<file path="config.mk">
export PLATFORM = sky130hd
export DESIGN_NAME = serial_addsub
export DESIGN_NICKNAME = d
export VERILOG_FILES = /design/src/rtl/addsub_pkg.sv /design/src/rtl/digit_adder.sv /design/src/rtl/serial_addsub.sv
export SDC_FILE = /design/constraint.sdc
export NUM_CORES = 1
export LEC_CHECK = 0
export ABC_AREA = 1
export CORE_ASPECT_RATIO = 2
export CORE_MARGIN = 3
export CORE_UTILIZATION = 41
export CTS_CLUSTER_SIZE = 25
export DETAILED_ROUTE_END_ITERATION = 10
export GPL_TIMING_DRIVEN = 0
export PLACE_DENSITY = 0.66
export SLEW_MARGIN = 10
export SYNTH_ARGS = -nofsm -noshare
export SYNTH_HDL_FRONTEND = slang
export SYNTH_HIERARCHICAL = 1
export SYNTH_SLANG_ARGS = --single-unit
</file>
<file path="constraint.sdc">
create_clock -name clk -period 2.01 [get_ports clk]
set_input_delay 0.402 -clock clk [delete_from_list [all_inputs] [get_ports clk]]
set_output_delay 0.402 -clock clk [all_outputs]
set_load 0.02 [all_outputs]
</file>
<file path="src/rtl/addsub_pkg.sv">
// ---------------------------------------------------------------------------
// addsub_pkg
// Shared types for the serial add/subtract unit.
//   op_e    : operation select carried on the 2-bit op port
//   state_e : control FSM states of serial_addsub
//   cnt_width() : width of the digit counter, never below 1 bit
// ---------------------------------------------------------------------------
package addsub_pkg;

   typedef enum logic [1:0] {
      OP_ADD  = 2'b00,   // a + b
      OP_SUB  = 2'b01,   // a - b
      OP_RSUB = 2'b10,   // b - a
      OP_NEG  = 2'b11    // -b, a ignored
   } op_e;

   typedef enum logic [1:0] {
      S_IDLE = 2'b00,
      S_RUN  = 2'b01,
      S_DONE = 2'b10
   } state_e;

   // A single-digit operation still needs a 1-bit counter to exist.
   function automatic int cnt_width(input int n);
      if (n > 1) begin
         return $clog2(n);
      end else begin
         return 1;
      end
   endfunction

endpackage

</file>
<file path="src/rtl/digit_adder.sv">
// ---------------------------------------------------------------------------
// digit_adder
// Purely combinational DIGIT-bit ripple adder used once per cycle by the
// serial unit.
//   x, y  : DIGIT-bit addends
//   cin   : carry into bit 0
//   sum   : DIGIT-bit sum
//   cout  : carry out of the top bit
//   c_msb : carry into the top bit (needed for signed overflow)
// ---------------------------------------------------------------------------
module digit_adder #(
   parameter int DIGIT = 2
) (
   input  logic [DIGIT-1:0] x,
   input  logic [DIGIT-1:0] y,
   input  logic             cin,
   output logic [DIGIT-1:0] sum,
   output logic             cout,
   output logic             c_msb
);

   logic [DIGIT:0] w_c;

   // Ripple carry chain across the digit; w_c[i] is the carry into bit i.
   always_comb begin
      sum    = {DIGIT{1'b0}};
      w_c    = {(DIGIT+1){1'b0}};
      w_c[0] = cin;
      for (int i = 0; i < DIGIT; i++) begin
         sum[i]   = x[i] ^ y[i] ^ w_c[i];
         w_c[i+1] = (x[i] & y[i]) | (x[i] & w_c[i]) | (y[i] & w_c[i]);
      end
   end

   assign cout  = w_c[DIGIT];
   assign c_msb = w_c[DIGIT-1];

endmodule

</file>
<file path="src/rtl/serial_addsub.sv">
// ---------------------------------------------------------------------------
// serial_addsub
// Multi-cycle two's-complement add/subtract unit. Operands are conditioned
// (optional inversion plus carry-in) at accept time, then summed DIGIT bits
// per cycle over N = WIDTH/DIGIT cycles. Result and flags are held until the
// consumer takes them. WIDTH must be a multiple of DIGIT.
// Ports:
//   clk, rst                 : clock, synchronous active-high reset
//   start_valid/start_ready  : request handshake (ready only in IDLE)
//   a, b, op                 : operands and operation (see addsub_pkg::op_e)
//   res                      : registered WIDTH-bit result
//   res_valid/res_ready      : result handshake (valid only in DONE)
//   cout, ovf, zero, neg     : carry out, signed overflow, res==0, res sign
// ---------------------------------------------------------------------------
module serial_addsub
   import addsub_pkg::*;
#(
   parameter int WIDTH = 8,
   parameter int DIGIT = 2
) (
   input  logic             clk,
   input  logic             rst,
   input  logic             start_valid,
   output logic             start_ready,
   input  logic [WIDTH-1:0] a,
   input  logic [WIDTH-1:0] b,
   input  logic [1:0]       op,
   output logic [WIDTH-1:0] res,
   output logic             res_valid,
   input  logic             res_ready,
   output logic             cout,
   output logic             ovf,
   output logic             zero,
   output logic             neg
);

   localparam int            N    = WIDTH / DIGIT;
   localparam int            CW   = cnt_width(N);
   localparam logic [CW-1:0] LAST = CW'(N - 1);

   state_e           r_state;
   state_e           w_state_nxt;

   logic [WIDTH-1:0] r_x;
   logic [WIDTH-1:0] r_y;
   logic [WIDTH-1:0] r_acc;
   logic             r_carry;
   logic [CW-1:0]    r_cnt;

   logic [WIDTH-1:0] r_res;
   logic             r_cout;
   logic             r_ovf;
   logic             r_zero;
   logic             r_neg;

   logic [WIDTH-1:0] w_x_in;
   logic [WIDTH-1:0] w_y_in;
   logic             w_cin_in;

   logic [DIGIT-1:0]       w_sum;
   logic                   w_dcout;
   logic                   w_dcmsb;
   logic [WIDTH+DIGIT-1:0] w_acc_cat;
   logic [WIDTH-1:0]       w_acc_nxt;
   logic                   w_last;

   // Operand conditioning: subtraction is done as X + ~Y + 1.
   always_comb begin
      w_x_in   = a;
      w_y_in   = b;
      w_cin_in = 1'b0;
      case (op_e'(op))
         OP_ADD: begin
            w_x_in   = a;
            w_y_in   = b;
            w_cin_in = 1'b0;
         end
         OP_SUB: begin
            w_x_in   = a;
            w_y_in   = ~b;
            w_cin_in = 1'b1;
         end
         OP_RSUB: begin
            w_x_in   = ~a;
            w_y_in   = b;
            w_cin_in = 1'b1;
         end
         OP_NEG: begin
            w_x_in   = {WIDTH{1'b0}};
            w_y_in   = ~b;
            w_cin_in = 1'b1;
         end
         default: begin
            w_x_in   = a;
            w_y_in   = b;
            w_cin_in = 1'b0;
         end
      endcase
   end

   digit_adder #(
      .DIGIT (DIGIT)
   ) u_digit (
      .x     (r_x[DIGIT-1:0]),
      .y     (r_y[DIGIT-1:0]),
      .cin   (r_carry),
      .sum   (w_sum),
      .cout  (w_dcout),
      .c_msb (w_dcmsb)
   );

   // The new digit enters at the top; concatenating first keeps the slice
   // legal even when DIGIT equals WIDTH.
   assign w_acc_cat = {w_sum, r_acc};
   assign w_acc_nxt = w_acc_cat[WIDTH+DIGIT-1:DIGIT];
   assign w_last    = (r_cnt == LAST);

   // FSM state register.
   always_ff @(posedge clk) begin
      if (rst) begin
         r_state <= S_IDLE;
      end else begin
         r_state <= w_state_nxt;
      end
   end

   // FSM next-state decode.
   always_comb begin
      w_state_nxt = r_state;
      case (r_state)
         S_IDLE: begin
            if (start_valid) begin
               w_state_nxt = S_RUN;
            end else begin
               w_state_nxt = S_IDLE;
            end
         end
         S_RUN: begin
            if (w_last) begin
               w_state_nxt = S_DONE;
            end else begin
               w_state_nxt = S_RUN;
            end
         end
         S_DONE: begin
            if (res_ready) begin
               w_state_nxt = S_IDLE;
            end else begin
               w_state_nxt = S_DONE;
            end
         end
         default: begin
            w_state_nxt = S_IDLE;
         end
      endcase
   end

   // Datapath: operand load, per-digit shift/accumulate, result and flag capture.
   always_ff @(posedge clk) begin
      if (rst) begin
         r_x     <= {WIDTH{1'b0}};
         r_y     <= {WIDTH{1'b0}};
         r_acc   <= {WIDTH{1'b0}};
         r_carry <= 1'b0;
         r_cnt   <= {CW{1'b0}};
         r_res   <= {WIDTH{1'b0}};
         r_cout  <= 1'b0;
         r_ovf   <= 1'b0;
         r_zero  <= 1'b0;
         r_neg   <= 1'b0;
      end else begin
         case (r_state)
            S_IDLE: begin
               if (start_valid) begin
                  r_x     <= w_x_in;
                  r_y     <= w_y_in;
                  r_carry <= w_cin_in;
                  r_cnt   <= {CW{1'b0}};
               end
            end
            S_RUN: begin
               r_x     <= r_x >> DIGIT;
               r_y     <= r_y >> DIGIT;
               r_acc   <= w_acc_nxt;
               r_carry <= w_dcout;
               r_cnt   <= r_cnt + CW'(1);
               // On the top digit the adder's internal carry is the carry
               // into the MSB, so overflow is available this same cycle.
               if (w_last) begin
                  r_res  <= w_acc_nxt;
                  r_cout <= w_dcout;
                  r_ovf  <= w_dcmsb ^ w_dcout;
                  r_zero <= (w_acc_nxt == {WIDTH{1'b0}});
                  r_neg  <= w_acc_nxt[WIDTH-1];
               end
            end
            default: begin
               r_x <= r_x;
            end
         endcase
      end
   end

   assign start_ready = (r_state == S_IDLE);
   assign res_valid   = (r_state == S_DONE);
   assign res         = r_res;
   assign cout        = r_cout;
   assign ovf         = r_ovf;
   assign zero        = r_zero;
   assign neg         = r_neg;

endmodule

</file>
==> summary.txt <==
Drt
  – Final ANT Viol Nets: 0
  – Residual DRC count: 0
  – Routed wire length: approximately 4000 um
  – Vias: around 1700
  – Wire per inst: about 11 um
  – Vias per inst: 4.74
  – Pre-Repair DR Iteration Count: 6
  – 1st-iter DRT viols: 20

Timing
  – Max Clk Rate: 531 MHz
  – Worst hold slack: approximately 470 ps
  – Final count of negative-setup-slack endpoints: 0
  – RSZ-0062 raised after global routing: no
  – Final Hold Fails: 0
  – Slew @ Worst Pin: 508 ps
  – Clock Skew: approximately 3.4 ps
  – Final WS setup: about 130 ps
  – Max_slew headroom: between 60% and 70%
  – Min cycle time layout: around 1900 ps
  – Setup TNS: 0 ps
  – Max Slew Vio Count: 0
  – Final worst-path cycle share: about 94%

Clock network
  – Clock transition at path regs: 70 ps
  – Clock Path Buffers: 2
  – # H-tree levels: 2
  – CTS tree: built
  – CTS root buf: clkbuf_8
  – Clk_lat worst skew: approximately 280 ps
  – CTS Buf Count: 5
  – Hold_buf cts: 0
  – CTS sink count: 38

Final layout
  – FILL cells: 426
  – Finished Core Util: between 50% and 60%
  – Final non-filler cell total: ~360
  – Area growth, synth to finish: 27.2%
  – Antenna diodes: 0
  – Fin nets: 329
  – Ratio of cells with drive above 1 in the final layout: under 10%
  – Final Cell Area: roughly 2300 um2

Synth
  – YS warnings: 6
  – Asr flop ratio synth: 0%
  – Cells after Synth: between 200 and 300
  – Synth top area cells: dfxtp_1 42%, nand2_1 14%, nor2_1 10%, inv_1 5.4%, o21ai_0 5.0%
  – Synthesis-stage register bit count: 38
  – Register area share after synthesis: 41.8%
  – Post-synth EDFFs: 0
  – Post-synth top area cell: dfxtp_1
  – Top-count cell post-synth: nand2_1
  – Synthesized cell area: about 1800 um2
  – Ys flop type: dfxtp_1
  – Mean Syn Cell Area: between 6 and 7 um2
  – Synth cell types: 22
  – Synth top area share: between 40% and 50%
  – Synth top cells by count: 69 x nand2_1, 49 x nor2_1, 38 x dfxtp_1
  – Syn_nets: 289

Pwr
  – Lkg Pwr: 1.08 nW
  – Tot Pwr: 1.62 mW
  – Power Dens Cells: between 700 and 800 nW/um2
  – VDD IR max: about 0.0006 V

Placement
  – Dpl cells: around 350
  – DP Worst Slack: 84.6 ps
  – Placed wire-length estimate: roughly 3200 um
  – GPL Wtd Cong: 0.819
  – Port Buffers: 33
  – Area after DPL: 2210 um2

Global route
  – Gr usage total: 17.8%
  – Congestion Overflow GR: 0
  – Vias in the first global route: approximately 1600
  – Initial antenna violation count: 0
  – Largest net degree at the start of global routing: 12
  – First-pass GRT wire length: 7150 um

Run
  – Max-Cap Viols: 0

Setup path
  – CP Launch Type: flop
  – Cells on worst reg2reg path: 9
  – End of the worst register-to-register path: zero$_SDFFE_PP0P_
  – Critical Path RT: approximately 2200 ps
  – Critical Path AT: approximately 2100 ps
  – Flop-to-flop setup slack: ~130 ps
  – Peak fanout along the critical path: 2
  – Crit path capture: zero$_SDFFE_PP0P_
  – CP endpoint kind: flop
  – Critical path class: reg2reg
  – CP startpoint: r_y[0]$_SDFFE_PP0P_
  – Reg-to-Reg Start: r_y[0]$_SDFFE_PP0P_

Floorplanning
  – Total die area: ~5300 um2
  – Die Wd: between 50 and 60 um
  – Row Count: 33
  – Initial Util: 43.6%
  – Core Box Area: between 4000 and 5000 um2
  – Top-Level Pins: 36
  – Die span in y: ~100 um

Outcome
  – Outcome: finished clean

Min path
  – Hold/Removal Path Class: reg2reg
==> where the power goes <==
part	internal, mW	leakage, nW	switching [mW]	total (mW)
logic	0.116	0.719	0.153	0.269
clock network	0.277	0.0482	0.252	0.528
registers	0.795	0.311	0.0281	0.823
==> final cells by class <==
cell class	instances	area (um2)	share of cell area, %
multi-input combinational	186	891	38.5
sequential	38	762	32.9
timing repair buffer	33	333	14.4
inverter	28	105	4.54
clock buffer	7	86.3	3.73
buffer	12	67.6	2.92
tap	52	65.1	2.81
clock inverter	1	5.00	0.216
==> worst min path at each step <==
stage | slack, ps | depth (start not counted) | startpoint | to
floorplan | 430 | 1 | r_cnt[0]$_SDFFE_PP0P_ | r_cnt[0]$_SDFFE_PP0P_
global placement | 450 | 1 | res[0]$_SDFFE_PP0P_ | res[0]$_SDFFE_PP0P_
detailed placement | 450 | 2 | cout$_SDFFE_PP0P_ | cout$_SDFFE_PP0P_
CTS | 460 | 2 | cout$_SDFFE_PP0P_ | cout$_SDFFE_PP0P_
global route | 490 | 2 | r_y[6]$_SDFFE_PP0P_ | r_y[6]$_SDFFE_PP0P_
finish | 470 | 2 | zero$_SDFFE_PP0P_ | zero$_SDFFE_PP0P_
==> metal layers <==
| layer | wire length [um] | GRT usage, % | vias up |
|---|---|---|---|
| li1 | - | - | 893 |
| met1 | 1590 | 19.4 | 763 |
| met2 | 2270 | 32.7 | 27 |
| met3 | 112 | 3.27 | 8 |
| met4 | 80 | 6.30 | 0 |
| met5 | 0 | 0 | - |
==> flip-flops by register name, summed over array words and instances, names as in the netlist <==
signal   flops
cout         1
ovf          1
r_acc        6
r_carry      1
r_cnt        2
r_state      2
r_x          8
r_y          8
res          8
zero         1
==> logic make-up (layout without fill, tap and decap cells) <==
group / after synthesis / after routing / synth area share, %
fa+ha+maj: 3 / 3 / 2.89
compound gates: 37 / 37 / 10.9
simple gates: 137 / 137 / 30.5
xor+xnor: 9 / 9 / 4.33
buf+inv: 40 / 81 / 9.49
flops: 38 / 38 / 41.8
==> worst max-delay path: stages, from the launching register on <==
cell and delay [ps]:
dfxtp_1 330, inv_1 60, fa_1 460, fa_1 490, inv_1 40, inv_1 60
nand2_1 70, nor2_1 120, nand2_1 60, a21oi_1 110
==> cell usage in the layout (no fill, tap or decap) <==
cell / instances
nor2_2: 1
buf_4: 5
inv_2: 2
nor2_1: 49
o211ai_1: 2
nor2_4: 3
clkdlybuf4s50_1: 32
o21ai_0: 18
inv_1: 26
buf_2: 3
clkinv_2: 1
xor2_1: 7
xnor2_1: 2
dfxtp_1: 37
ha_1: 1
clkbuf_8: 6
a211oi_1: 1
dlymetal6s2s_1: 1
fa_1: 2
nand2_2: 2
o21a_1: 1
a21oi_1: 14
o21ai_2: 1
dfxtp_2: 1
nand3_1: 13
nand2_1: 69
clkbuf_1: 5
==> repair_timing <==
| action | CTS | global route |
|---|---|---|
| gates resized for setup | 0 | 3 |
| setup buffers | 0 | 0 |
| endpoints found under the setup margin | 0 | 3 |
(Power assumes the default switching activity.)
